**config.mk**
```make
export PLATFORM = sky130hd
export DESIGN_NAME = uart_debug_tx_sched_flat
export DESIGN_NICKNAME = d
export VERILOG_FILES = /design/src/rtl/uart_debug_pkg.sv /design/src/rtl/uart_debug_tx_sched_if.sv /design/src/rtl/uart_debug_rr_arb.sv /design/src/rtl/uart_debug_tx_sched.sv /design/src/flat_wrapper.sv
export SDC_FILE = /design/constraint.sdc
export NUM_CORES = 1
export LEC_CHECK = 0
export CORE_AREA = 4 4 73 75
export DETAILED_ROUTE_END_ITERATION = 8
export DIE_AREA = 0 0 77 79
export GPL_TIMING_DRIVEN = 0
export HOLD_SLACK_MARGIN = 0.03
export PLACE_DENSITY = 0.81
export SLEW_MARGIN = 20
export SYNTH_ARGS = -nofsm -noshare
export SYNTH_HDL_FRONTEND = slang
export SYNTH_HIERARCHICAL = 1
export SYNTH_SLANG_ARGS = --single-unit
export TNS_END_PERCENT = 5
```
**constraint.sdc**
```tcl
create_clock -name clk_uart -period 5.9 [get_ports clk_uart]
set_input_delay 0.59 -clock clk_uart [delete_from_list [all_inputs] [get_ports clk_uart]]
set_output_delay 0.59 -clock clk_uart [all_outputs]
set_load 0.05 [all_outputs]
```
**src/rtl/uart_debug_pkg.sv**
```systemverilog
// Shared definitions for the UART debug transmit scheduler:
// gray-coded state encoding, error codes and the source-tag byte format.
package uart_debug_pkg;

    // Gray-coded along the main path IDLE -> (TAG) -> LOAD -> START -> DONE.
    typedef enum logic [2:0] {
        IDLE  = 3'b000,
        TAG   = 3'b001,
        LOAD  = 3'b011,
        START = 3'b010,
        DONE  = 3'b110
    } state_t;

    localparam logic [1:0] ERR_NONE      = 2'b00;
    localparam logic [1:0] ERR_START_TMO = 2'b01;
    localparam logic [1:0] ERR_GAP_TMO   = 2'b10;

    localparam logic [5:0] TAG_PREFIX = 6'b101000;

    // Source tag sent ahead of a message when tagging is built in.
    function automatic logic [7:0] tag_byte(input logic [1:0] id);
        return {TAG_PREFIX, id};
    endfunction

endpackage

```
**src/rtl/uart_debug_tx_sched_if.sv**
```systemverilog
// Requester and UART-sender signals of the debug transmit scheduler.
// master: requesters plus sender model side; slave: the scheduler.
interface uart_debug_tx_sched_if;
    logic [3:0]  req_valid;
    logic [31:0] req_data;
    logic [3:0]  req_last;
    logic [3:0]  req_ready;
    logic [7:0]  tx_data;
    logic        tx_start;
    logic        tx_busy;
    logic        grant_vld;
    logic [1:0]  grant_id;
    logic        err_pulse;
    logic [1:0]  err_code;

    modport master (
        output req_valid, req_data, req_last, tx_busy,
        input  req_ready, tx_data, tx_start, grant_vld, grant_id, err_pulse, err_code
    );

    modport slave (
        input  req_valid, req_data, req_last, tx_busy,
        output req_ready, tx_data, tx_start, grant_vld, grant_id, err_pulse, err_code
    );
endinterface

```
**src/rtl/uart_debug_rr_arb.sv**
```systemverilog
// Round-robin pick among four requesters, starting just after last_id.
// last_id itself is considered last, so the previous owner has lowest priority.
module uart_debug_rr_arb #(
    parameter int NUM_REQ = 4
) (
    input  logic [3:0] req,
    input  logic [1:0] last_id,
    output logic       gnt_vld,
    output logic [1:0] gnt_id
);

    logic [1:0] idx;

    // Scan from farthest to nearest offset so the nearest set request wins.
    always_comb begin
        gnt_vld = 1'b0;
        gnt_id  = last_id;
        idx     = 2'd0;
        for (int off = NUM_REQ; off >= 1; off--) begin
            idx = last_id + off[1:0];
            if (req[idx]) begin
                gnt_vld = 1'b1;
                gnt_id  = idx;
            end
        end
    end

endmodule

```
**src/rtl/uart_debug_tx_sched.sv**
```systemverilog
// UART debug transmit scheduler: round-robin grants one requester a whole
// message and feeds its bytes one at a time to a UART sender via a
// tx_start / tx_busy handshake, with start and inter-byte timeouts.
// Build option: UART_DEBUG_SRC_TAG_EN prepends a source-tag byte
// {101000, grant_id} to every message.
//
// state | meaning
// IDLE  | no owner; arbitrate among valid requesters
// TAG   | load the source-tag byte (tag builds only)
// LOAD  | wait for the owner's next byte, accept it
// START | hold tx_start until the sender reports busy
// DONE  | wait for the sender to finish the byte
module uart_debug_tx_sched
    import uart_debug_pkg::*;
#(
    parameter int          NUM_REQ   = 4,
    parameter logic [15:0] START_TMO = 16'd4096,
    parameter logic [15:0] GAP_TMO   = 16'd65535
) (
    input  logic                   clk_uart,
    input  logic                   rst_n,
    uart_debug_tx_sched_if.slave   bus
);

    state_t      state_q, state_d;
    logic [7:0]  tx_data_q, tx_data_d;
    logic        tx_start_q, tx_start_d;
    logic        grant_vld_q, grant_vld_d;
    logic [1:0]  grant_id_q, grant_id_d;
    logic [1:0]  last_id_q, last_id_d;
    logic        last_f_q, last_f_d;
    logic        err_pulse_q, err_pulse_d;
    logic [1:0]  err_code_q, err_code_d;
    logic [15:0] tmo_cnt_q, tmo_cnt_d;
    logic [3:0]  req_ready_c;

    logic        arb_vld;
    logic [1:0]  arb_id;

    uart_debug_rr_arb #(.NUM_REQ(NUM_REQ)) u_arb (
        .req     (bus.req_valid),
        .last_id (last_id_q),
        .gnt_vld (arb_vld),
        .gnt_id  (arb_id)
    );

    // Next-state and output logic. req_ready is combinational so the byte
    // is accepted in the same cycle its valid is seen in LOAD.
    always_comb begin
        state_d     = state_q;
        tx_data_d   = tx_data_q;
        tx_start_d  = tx_start_q;
        grant_vld_d = grant_vld_q;
        grant_id_d  = grant_id_q;
        last_id_d   = last_id_q;
        last_f_d    = last_f_q;
        err_pulse_d = 1'b0;
        err_code_d  = err_code_q;
        req_ready_c = 4'b0000;

        case (state_q)
            IDLE: begin
                if (arb_vld) begin
                    grant_vld_d = 1'b1;
                    grant_id_d  = arb_id;
`ifdef UART_DEBUG_SRC_TAG_EN
                    state_d     = TAG;
`else
                    state_d     = LOAD;
`endif
                end
            end
`ifdef UART_DEBUG_SRC_TAG_EN
            TAG: begin
                tx_data_d  = tag_byte(grant_id_q);
                last_f_d   = 1'b0;
                tx_start_d = 1'b1;
                state_d    = START;
            end
`endif
            LOAD: begin
                if (bus.req_valid[grant_id_q]) begin
                    req_ready_c[grant_id_q] = 1'b1;
                    tx_data_d  = bus.req_data[{grant_id_q, 3'b000} +: 8];
                    last_f_d   = bus.req_last[grant_id_q];
                    tx_start_d = 1'b1;
                    state_d    = START;
                end else if (tmo_cnt_q == (GAP_TMO - 16'd1)) begin
                    // Owner stalled mid-message: abort and demote it.
                    err_pulse_d = 1'b1;
                    err_code_d  = ERR_GAP_TMO;
                    grant_vld_d = 1'b0;
                    last_id_d   = grant_id_q;
                    state_d     = IDLE;
                end
            end
            START: begin
                if (bus.tx_busy) begin
                    tx_start_d = 1'b0;
                    state_d    = DONE;
                end else if (tmo_cnt_q == (START_TMO - 16'd1)) begin
                    // Sender never picked the byte up.
                    tx_start_d  = 1'b0;
                    err_pulse_d = 1'b1;
                    err_code_d  = ERR_START_TMO;
                    grant_vld_d = 1'b0;
                    last_id_d   = grant_id_q;
                    state_d     = IDLE;
                end
            end
            DONE: begin
                if (!bus.tx_busy) begin
                    if (last_f_q) begin
                        grant_vld_d = 1'b0;
                        last_id_d   = grant_id_q;
                        state_d     = IDLE;
                    end else begin
                        state_d     = LOAD;
                    end
                end
            end
            default: begin
                tx_start_d  = 1'b0;
                grant_vld_d = 1'b0;
                state_d     = IDLE;
            end
        endcase

        // Timeout counter restarts on every state change and only runs
        // while waiting on the requester (LOAD) or the sender (START).
        if (state_d != state_q) begin
            tmo_cnt_d = 16'd0;
        end else if (state_q == LOAD || state_q == START) begin
            tmo_cnt_d = tmo_cnt_q + 16'd1;
        end else begin
            tmo_cnt_d = tmo_cnt_q;
        end
    end

    // State and registered outputs; reset abandons any transfer silently.
    always_ff @(posedge clk_uart or negedge rst_n) begin
        if (!rst_n) begin
            state_q     <= IDLE;
            tx_data_q   <= 8'h00;
            tx_start_q  <= 1'b0;
            grant_vld_q <= 1'b0;
            grant_id_q  <= 2'd0;
            last_id_q   <= 2'd3;
            last_f_q    <= 1'b0;
            err_pulse_q <= 1'b0;
            err_code_q  <= ERR_NONE;
            tmo_cnt_q   <= 16'd0;
        end else begin
            state_q     <= state_d;
            tx_data_q   <= tx_data_d;
            tx_start_q  <= tx_start_d;
            grant_vld_q <= grant_vld_d;
            grant_id_q  <= grant_id_d;
            last_id_q   <= last_id_d;
            last_f_q    <= last_f_d;
            err_pulse_q <= err_pulse_d;
            err_code_q  <= err_code_d;
            tmo_cnt_q   <= tmo_cnt_d;
        end
    end

    assign bus.req_ready = req_ready_c;
    assign bus.tx_data   = tx_data_q;
    assign bus.tx_start  = tx_start_q;
    assign bus.grant_vld = grant_vld_q;
    assign bus.grant_id  = grant_id_q;
    assign bus.err_pulse = err_pulse_q;
    assign bus.err_code  = err_code_q;

endmodule

```
**src/flat_wrapper.sv**
```systemverilog
// flat-port wrapper written by rule: the top's interface ports become plain ports
module uart_debug_tx_sched_flat import uart_debug_pkg::*;
#(
    parameter int          NUM_REQ   = 4,
    parameter logic [15:0] START_TMO = 16'd4096,
    parameter logic [15:0] GAP_TMO   = 16'd65535
)
  (clk_uart, rst_n, bus_req_valid, bus_req_data, bus_req_last, bus_tx_busy, bus_req_ready, bus_tx_data, bus_tx_start, bus_grant_vld, bus_grant_id, bus_err_pulse, bus_err_code);
  uart_debug_tx_sched_if bus_i ();
  input  logic clk_uart;
  input  logic rst_n;
  input wire logic [$bits(bus_i.req_valid)-1:0] bus_req_valid;
  input wire logic [$bits(bus_i.req_data)-1:0] bus_req_data;
  input wire logic [$bits(bus_i.req_last)-1:0] bus_req_last;
  input wire logic [$bits(bus_i.tx_busy)-1:0] bus_tx_busy;
  output wire logic [$bits(bus_i.req_ready)-1:0] bus_req_ready;
  output wire logic [$bits(bus_i.tx_data)-1:0] bus_tx_data;
  output wire logic [$bits(bus_i.tx_start)-1:0] bus_tx_start;
  output wire logic [$bits(bus_i.grant_vld)-1:0] bus_grant_vld;
  output wire logic [$bits(bus_i.grant_id)-1:0] bus_grant_id;
  output wire logic [$bits(bus_i.err_pulse)-1:0] bus_err_pulse;
  output wire logic [$bits(bus_i.err_code)-1:0] bus_err_code;
  assign bus_i.req_valid = bus_req_valid;
  assign bus_i.req_data = bus_req_data;
  assign bus_i.req_last = bus_req_last;
  assign bus_i.tx_busy = bus_tx_busy;
  assign bus_req_ready = bus_i.req_ready;
  assign bus_tx_data = bus_i.tx_data;
  assign bus_tx_start = bus_i.tx_start;
  assign bus_grant_vld = bus_i.grant_vld;
  assign bus_grant_id = bus_i.grant_id;
  assign bus_err_pulse = bus_i.err_pulse;
  assign bus_err_code = bus_i.err_code;
  uart_debug_tx_sched #(.NUM_REQ(NUM_REQ), .START_TMO(START_TMO), .GAP_TMO(GAP_TMO)) u_core (.clk_uart(clk_uart), .rst_n(rst_n), .bus(bus_i));
endmodule
```
-- Word-level counts from Yosys, hierarchy flattened
Index checks and enable logic that the tools add are counted.
Widths: inputs -> output; s select.
- register bits: 37
- latch bits: 0
- bits in writable memories: 0
- memory bits (read-only): 0
- input bits: 43
- output and inout port bits: 19
- logic and storage cells: 111
- memories: 0
- $add $sub $neg: 4
- multiply operators: 0
- divide/modulo/power cells: 0
- $lt $le $gt $ge: 6
- equality and inequality tests: 15
- shift-type cells: 1
- multiplexer cells: 61
- bitwise logic cells: 1
- reduce and logical (&&, ||, !) cells: 13
- operator list (kind ; count):
    $mux 16 ; 2
    $shiftx 32x6->8 ; 1
    $mux 2 ; 14
    $mux 1 ; 24
    $mux 3 ; 6
    $add 16x1->16 const B ; 1
    $eq 16x12->1 const B ; 1
    $eq 16x16->1 const B ; 1
    $lt 2x3->1 const B ; 5
    $reduce_and 7->1 ; 2
    $bmux 1 s2 ; 6
    $pmux 3 s4 ; 1
    $ne 2x1->1 const B ; 5
    $mux 4 ; 2
    $eq 3x2->1 const B ; 2
    $ne 2x2->1 const B ; 3
    $pmux 2 s3 ; 1
    $reduce_and 5->1 ; 1
    $add 2x2->2 const B ; 2
    $pmux 1 s4 ; 1
    $pmux 2 s2 ; 1
    $reduce_and 2->1 ; 2
    $reduce_bool 2->1 ; 2
    $eq 3x3->1 const B ; 1
    14 further kinds ; 14

-- Longest topological paths before layout
Gate-level depths: netlist of run 1.
- word-level depth: 10
- depth in mapped cells: 8
- depth with buffers taken out: 7

-- Hierarchy
The synthesis of run 1 kept the hierarchy.
- by module, submodules not included (module ; instances ; cells each ; area each (µm²) ; seq. area each (µm²)):
    uart_debug_tx_sched ; 1 ; 201 ; 2239.6 ; 928.4
    uart_debug_rr_arb ; 1 ; 14 ; 82.6 ; 0.0

-- Worst setup path before layout of run 1
Ideal clock, no wire load.
- path kind: flip-flop to output port
- start point: register u_core.grant_id_q[1] (netlist: u_core/bus.grant_id[1])
- end point: output port bus_req_ready[2]
- arrival time: 2.634 ns
- required time: 5.310 ns
- slack: 2.676 ns
- stages on the path, launching flop included: 6
- path buffers: 2
- cells stage by stage: dfrtp_1 > clkbuf_1 > mux4_2 > nand2_1 > buf_2 > nor3b_1
- word-level cells in the longest chain between the ends: 6
- elaborated cells between the ends (all ways): 9
- those cells by class: order compare: 2; mux: 6; reduce/logical: 1
- RTL lines (what ; RTL line ; source):
    start, declared ; uart_debug_tx_sched.sv:29 ; logic [1:0] grant_id_q, grant_id_d;
    start signal, assigned ; uart_debug_tx_sched.sv:158 ; grant_id_q <= grant_id_d;
    $lt 2x3->1 (implied by the code) / $ge 2x1->1 (equally long branches) ; uart_debug_tx_sched.sv:83 ; req_ready_c[grant_id_q] = 1'b1;
    $logic_and 1x1->1 (implied by the code) ; uart_debug_tx_sched.sv:83 ;
    $mux 1 (implied by the code) ; uart_debug_tx_sched.sv:83 ;
    $demux 1 s2 ; - ;
    $mux 4 * ; uart_debug_tx_sched.sv:82 ; if (bus.req_valid[grant_id_q]) begin
    $mux 4 * ; uart_debug_tx_sched.sv:61 ; case (state_q)
    end, declared ; flat_wrapper.sv:16 ; output wire logic [$bits(bus_i.req_ready)-1:0] bus_req_ready;
Every way passes the cells marked *; elsewhere a longest branch is shown, timed or not. The select of a mux whose other input is x is not followed.

-- Final worst setup path of run 1
- start point: input port bus_req_valid[3]
- end point: output port bus_req_ready[1]
- word-level cells in the longest chain between the ends: 4
- RTL lines (what ; RTL line ; source):
    start, declared ; flat_wrapper.sv:12 ; input wire logic [$bits(bus_i.req_valid)-1:0] bus_req_valid;
    $bmux 1 s2 ; uart_debug_tx_sched.sv:82 ;
    $mux 1 (implied by the code) ; uart_debug_tx_sched.sv:82 ;
    $mux 4 ; uart_debug_tx_sched.sv:82 ;
    $mux 4 ; uart_debug_tx_sched.sv:61 ;
No other way between the ends. The select of a mux whose other input is x is not followed.

==> results of run 1 <==
-- report_power, final --
group          internal (uW)  leakage, uW  switching, uW
clock network            106    0.0000542           90.0
logic                    313     0.000725            452
registers                324     0.000467           49.4
total                    742      0.00125            592
-- path summary, 6_finish.rpt --
kind	start	to	slack [ps]	depth (start not counted)
max in group asynchronous	rst_n	u_core/state_q[0]$_DFF_PN0_	5290	2
min in group clk_uart	u_core/bus.tx_data[6]$_DFFE_PN0P_	u_core/bus.tx_data[6]$_DFFE_PN0P_	510	1
setup / recovery	bus_req_valid[3]	bus_req_ready[1]	2310	6
hold reg to reg	u_core/bus.tx_data[6]$_DFFE_PN0P_	u_core/bus.tx_data[6]$_DFFE_PN0P_	510	1
hold / removal	rst_n	u_core/tmo_cnt_q[1]$_DFFE_PN0P_	180	1
setup reg to reg	u_core/tmo_cnt_q[0]$_DFFE_PN0P_	u_core/last_id_q[1]$_DFFE_PN1P_	3610	6
-- per-stage QoR --
step,cells,utilization
2_1_floorplan,215,-
3_3_place_gp,329,0.642
3_5_place_dp,330,0.645
4_1_cts,338,0.667
5_1_grt,338,0.667
6_report,338,0.667
-- kinds of logic after synthesis --
logic type	Yosys count
AO/OA/AOI/OAI	32
XOR/XNOR	15
adder cells (fa/ha/maj)	2
buffers and inverters	20
flip-flops	37
multiplexers	25
AND/OR/NAND/NOR	84
-- layout make-up --
type                    count  share of cell area
multi-input cells         158               0.419
flip-flops and latches     37               0.299
repair buffers             61               0.198
clock buffers               7              0.0310
well taps                  54              0.0217
plain buffers              11              0.0189
inverters                   9              0.0109
clock inverters             1             0.00161
-- flip-flops by register name, indices dropped and copies added (netlist names) --
register,cells
u_core/state_q,3
u_core/bus.err_pulse,1
u_core/bus.grant_vld,1
u_core/bus.tx_data,8
u_core/last_id_q,2
u_core/bus.tx_start,1
u_core/bus.err_code,2
u_core/last_f_q,1
u_core/bus.grant_id,2
u_core/tmo_cnt_q,16
-- cell usage in the layout (no fill, tap or decap), types with 3 or more instances in the layout --
cell,n
mux4_2,5
inv_1,9
clkdlybuf4s50_1,59
a31oi_1,3
mux4_1,5
nand2_1,12
nor3_2,3
o21ai_0,8
nand2b_1,4
nand3_1,5
mux2_2,14
xnor2_1,5
clkbuf_1,7
xor2_1,10
nor3_1,10
a21oi_1,10
nor2_1,19
and3_1,4
nand4_1,6
o22ai_1,4
dfrtp_1,35
buf_2,3
clkbuf_8,7
-- worst max-delay path, stage by stage --
cell	delay [ps]
clkdlybuf4s50_1	570
mux4_2	360
nand2_1	130
buf_2	220
nor3b_1	270
clkdlybuf4s50_1	860
-- metal layers --
metal,share of wire,track usage
met5,0,0
met4,0.022,0.0819
met3,0.052,0.0488
met2,0.54,0.359
met1,0.39,0.246
==> summary.md, run 1 <==
| Metric | Value |
|---|---|
| Outcome | completed |
| Crit Path Max Fanout | 10 |
| Synth top cells by count | dfrtp_1 (35), nor2_1 (19), mux2_2 (14), nand2_1 (12) |
| Core Region | 4660 sq um |
| Final GP Congestion | 0.839 |
| Multi-input gate area | 1300 sq um |
| Area Overhead vs Synth | 33.8% |
| Clk buf depth | 2 |
| Synth area leader | dfrtp_1 |
| Seq/Total Area, Yosys | 0.400 |
| Clk Latency, worst-skew pair | 290 ps |
| Slew Viols, Final | 0 |
| TritonRoute pass-1 iters | 4 |
| Top-count cell post-synth | dfrtp_1 |
| Synth Register Bits | 37 |
| I/O Buffers | 60 |
| Setup Buffers After CTS | 0 |
| First-pass GRT wire length | 9870 um |
| Row count | 25 |
| PD cells | 429 nW/um^2 |
| Layout cells sized above 1 | 0.162 |
| Worst setup SP type | primary input |
| Initial antenna violation count | 0 |
| Synth Area in XOR/XNOR | 0.0566 |
| Clk slew on worst S/H paths | 80 ps |
| I/O Pins | 62 |
| Asr flop ratio synth | 1.00 |
| Setup WS post-layout | 2310 ps |
| Ys flop type | dfrtp_1 |
| Syn Nets | 260 |
| Drt wl/cell | 17.7 um |
| Crit end category | output pin |
| Gate Count Post-Synth | 215 |
| Max Fclk | 0.279 GHz |
| Fillers | 378 |
| Via count | 1994 |
| Vias in the first global route | 2046 |
| Total power | 1330 uW |
| Yosys warns | 6 |
| Cts bufs inserted | 5 |
| Tcrit/Tclk final | 0.608 |
| Top cells by area, synth | dfrtp_1 (38%), mux2_2 (6.8%), mux4_1 (5.7%), mux4_2 (4.8%), xor2_1 (3.8%) |
| # diodes | 0 |
| CTS tree | done |
| Largest family of logic cells by synthesized area | simple AND/OR/NAND/NOR gates |
| Die ar. | 6080 sq um |
| Worst setup path class | in -> out |
| Final hold vios | 0 |
| FF+latch area | 928 sq um |
| Yosys cell types | 46 |
| Die X | 77 um |
| Worst slew margin | 0.528 |
| Post-DP Area | 3010 sq um |
| Hold WS | 176 ps |
| Post-synthesis compound-gate area fraction | 0.103 |
| DRC Markers | 0 |
| Worst Path Required | 5310 ps |
| Clock Skew | 8.55 ps |
| ANT nets after route | 0 |
| Simple-gate share of the synthesized area | 0.213 |
| PostCTS Resize Cnt | 0 |
| Max Cap Viol | 0 |
| P_leak | 0.00125 uW |
| Final Instance Area | 3110 sq um |
| Dpl hpwl | 4490 um |
| # hold bufs at CTS | 0 |
| RSZ-0062 raised after global routing | false |
| Post-Syn Area per Cell | 10.8 sq um |
| Die Height | 79 um |
| Setup TNS | 0 ps |
| Arrival @ worst endpoint | 3000 ps |
| EDFF count, synth | 0 |
| Aggregate global-route resource usage | 0.206 |
| Min Tclk post-route | 3590 ps |
| VDD IR-drop max | 0.286 mV |
| Root Driver | clkbuf_8 |
| Mapped Area | 2320 sq um |
| Mux contribution to synthesized area | 0.177 |
| Post-Synth Adder-Cell Area | 0.0108 |
| Place WS | 2360 ps |
| GRT Residual Overflow | 0 |
| Routed wire length | 5970 um |
| H-tree lvl count | 2 |
| Vias per std cell | 5.90 |
| Initial core utilization | 0.498 |
| Hold Path Class | in -> async |
| Synth top area share | 0.377 |
| DRT iter0 DRCs | 118 |
| Final Setup Violations | 0 |
| Pin count of the biggest net entering global routing | 27 |
| Measured slew at the worst slew-check pin | 703 ps |
| Final #Nets | 328 |
| Clk sinks | 37 |
No activity file was read; power rests on OpenSTA's default activity.
==> run 2, diff against run 1 <==
--- a/config.mk
+++ b/config.mk
@@ -5,12 +5,12 @@
 export SDC_FILE = /design/constraint.sdc
 export NUM_CORES = 1
 export LEC_CHECK = 0
-export CORE_AREA = 4 4 73 75
+export CORE_AREA = 4 4 78 80
 export DETAILED_ROUTE_END_ITERATION = 8
-export DIE_AREA = 0 0 77 79
+export DIE_AREA = 0 0 82 84
 export GPL_TIMING_DRIVEN = 0
 export HOLD_SLACK_MARGIN = 0.03
-export PLACE_DENSITY = 0.81
+export PLACE_DENSITY = 0.75
 export SLEW_MARGIN = 20
 export SYNTH_ARGS = -nofsm -noshare
 export SYNTH_HDL_FRONTEND = slang
==> constraint.sdc (replaced) <==
create_clock -name clk_uart -period 3 [get_ports clk_uart]
set_input_delay 0.3 -clock clk_uart [delete_from_list [all_inputs] [get_ports clk_uart]]
set_output_delay 0.3 -clock clk_uart [all_outputs]
set_load 0.05 [all_outputs]
==> run 2 against run 1 <==
Cell count increased by 5.6%. Worst setup slack worse by 2200 ps. Die area up 13%. Utilization decreased by 8.8 points. Highest routed layer unchanged. Clock power rose by 74%. Via count down 2.9%. Critical path type is now reg -> out. Sequential share of layout area decreased by 0.20 points.
==> summary.md, run 2 (synthesis results as in run 1) <==
| Metric | Value |
|---|---|
| Outcome | completed |
| Layout cells sized above 1 | 0.161 (-0.000568) |
| Switching power | 1160 uW (+95%) |
| Reg2Reg Capture Point | u_core/last_id_q[0]$_DFFE_PN1P_ |
| Tcrit/Tclk final | 0.951 |
| Worst slew margin | 0.512 (-0.0155) |
| DRC Markers | 0 (unchanged) |
| Slew Viols, Final | 0 (unchanged) |
| Die Height | 84 um (+6.3%) |
| Aggregate global-route resource usage | 0.179 (-0.0266) |
| Max Cap Viol | 0 (unchanged) |
| Final hold vios | 0 (unchanged) |
| Routed wire length | 5870 um (-1.6%) |
| DRT iter0 DRCs | 96 (-19%) |
| # diodes | 0 (unchanged) |
| Final #Nets | 329 (+0.30%) |
| DR WL met3 | 202 um (-35%) |
| CTS tree | done |
| FF+latch area | 928 sq um (unchanged) |
| Dpl hpwl | 4510 um (+0.29%) |
| Min Tclk post-route | 2850 ps |
| GRT Residual Overflow | 0 (unchanged) |
| I/O Pins | 62 (unchanged) |
| RSZ-0062 raised after global routing | false |
| Measured slew at the worst slew-check pin | 726 ps (+23.0 ps) |
| Routed met1 length | 2470 um (+7.6%) |
| Logic pwr share | 0.580 (+0.007) |
| I/O Buffers | 60 (unchanged) |
| First-pass GRT wire length | 9530 um (-3.5%) |
| Cts bufs inserted | 5 (unchanged) |
| R2R Setup Slk | 770 ps (-2840 ps) |
| Final Setup Violations | 0 (unchanged) |
| Reg2Reg Depth | 6 (unchanged) |
| Initial antenna violation count | 0 (unchanged) |
| Worst Path Required | 2700 ps (-2610 ps) |
| Arrival @ worst endpoint | 2550 ps (-450 ps) |
| Fillers | 469 (+24%) |
| Worst R2R Start | u_core/tmo_cnt_q[0]$_DFFE_PN0P_ |
| Row count | 27 (+8.0%) |
| Vias in the first global route | 1951 (-4.6%) |
| Clk slew on worst S/H paths | 80 ps (about the same) |
| H-tree lvl count | 2 (unchanged) |
| P_leak | 0.00126 uW (+0.90%) |
| Setup Buffers After CTS | 0 (unchanged) |
| Largest Register | u_core/tmo_cnt_q |
| Worst setup path class | reg -> out |
| ANT nets after route | 0 (unchanged) |
| Via count | 1937 (-2.9%) |
| Clk buf depth | 2 (unchanged) |
| Seq pwr share | 0.287 (+0.007) |
| Max Fclk | 0.350 GHz |
| Met2 routed WL | 3140 um (-2.8%) |
| Clock power share | 0.133 (-0.014) |
| Multi-input gate area | 1300 sq um (unchanged) |
| VDD IR-drop max | 0.377 mV (+32%) |
| Area Overhead vs Synth | 34.7% |
| Worst setup SP type | register |
| Pin count of the biggest net entering global routing | 22 (-19%) |
| Crit end category | output pin |
| Crit Path Max Fanout | 10 (unchanged) |
| Most frequent cells in the layout | clkdlybuf4s50_1 (56), dfrtp_1 (35), nor2_1 (19) |
| Commonest non-fill, non-tap cell in the layout | clkdlybuf4s50_1 |
| Clock Skew | 11.0 ps (+2.49 ps) |
| Die X | 82 um (+6.5%) |
| Hold WS | 473 ps (+297 ps) |
| Max reg flops | 16 (unchanged) |
| Drt wl/cell | 16.4 um (-6.8%) |
| Root Driver | clkbuf_8 |
| Final GP Congestion | 0.788 (-6.0%) |
| Die ar. | 6890 sq um (+13%) |
| TritonRoute pass-1 iters | 4 (unchanged) |
| PD cells | 820 nW/um^2 (+91%) |
| Hold Path Class | in -> async |
| Setup TNS | 0 ps (unchanged) |
| Clk sinks | 37 (unchanged) |
| Vias per std cell | 5.43 (-8.0%) |
| Initial core utilization | 0.430 (-0.0686) |
| Internal power | 1410 uW (+90%) |
| Core Region | 5410 sq um (+16%) |
| Clk Latency, worst-skew pair | 300 ps (about the same) |
| Switch share | 0.450 (+0.00669) |
| Highest metal used | met4 |
run 2: stage by stage:
| step | area (sq um) | power, uW | cells | utilization | setup slack, ps |
|---|---|---|---|---|---|
| 6_report | 3130 | 2570 | 357 | 0.579 | 146 |
| 5_1_grt | 3130 | 2720 | 357 | 0.579 | 62.5 |
| 4_1_cts | 3130 | 2580 | 357 | 0.579 | 168 |
| 3_5_place_dp | 3040 | 2230 | 348 | 0.562 | 50.8 |
| 3_3_place_gp | 3010 | 2200 | 347 | 0.557 | 91.3 |
| 2_1_floorplan | 2320 | 1800 | 215 | - | 65.5 |
run 2: power groups by stage:
stage,clock network [uW],logic (uW),registers (uW)
after global placement,0,1470,731
after global routing,372,1590,752
final,341,1490,736
after floorplan,0,795,1000
after detailed placement,0,1490,740
after CTS,353,1490,731
run 2: per-layer routing:
metal  vias up  global-route usage
met3         7              0.0335
met1       969               0.224
met4         0              0.0453
met2        31               0.311
met5         -                   0
li1        930                   -
run 2: repair_timing:
action / in CTS / in global routing
hold buffers: 1 / 0
hold endpoints to repair: 14 / 0
setup endpoints to repair: 3 / 0
gates resized for setup: 3 / 0
run 2: worst max path at each step:
stage                                             startpoint                to  slack, ps  cells past startpoint
after floorplan           u_core/bus.grant_id[1]$_DFFE_PN0P_  bus_req_ready[2]         70                      5
after global placement                      bus_req_valid[3]  bus_req_ready[2]         90                      6
after detailed placement                    bus_req_valid[3]  bus_req_ready[1]         50                      6
after CTS                 u_core/bus.grant_id[1]$_DFFE_PN0P_  bus_req_ready[3]        170                      4
after global routing      u_core/bus.grant_id[1]$_DFFE_PN0P_  bus_req_ready[3]         60                      4
final                     u_core/bus.grant_id[1]$_DFFE_PN0P_  bus_req_ready[3]        150                      4
run 2: cell type report:
| type | instances | share of cell area |
|---|---|---|
| Multi-Input combinational cell | 158 | 0.416 |
| Buffer | 11 | 0.0188 |
| Inverter | 9 | 0.0108 |
| Clock buffer | 5 | 0.0220 |
| Timing Repair Buffer | 62 | 0.201 |
| Clock inverter | 3 | 0.00560 |
| Tap cell | 72 | 0.0288 |
| Sequential cell | 37 | 0.297 |
run 2: critical path: stages (launching register included):
cell and delay, ps:
dfrtp_1 350, clkbuf_1 340, clkbuf_1 460, and4_1 280
clkdlybuf4s50_1 830
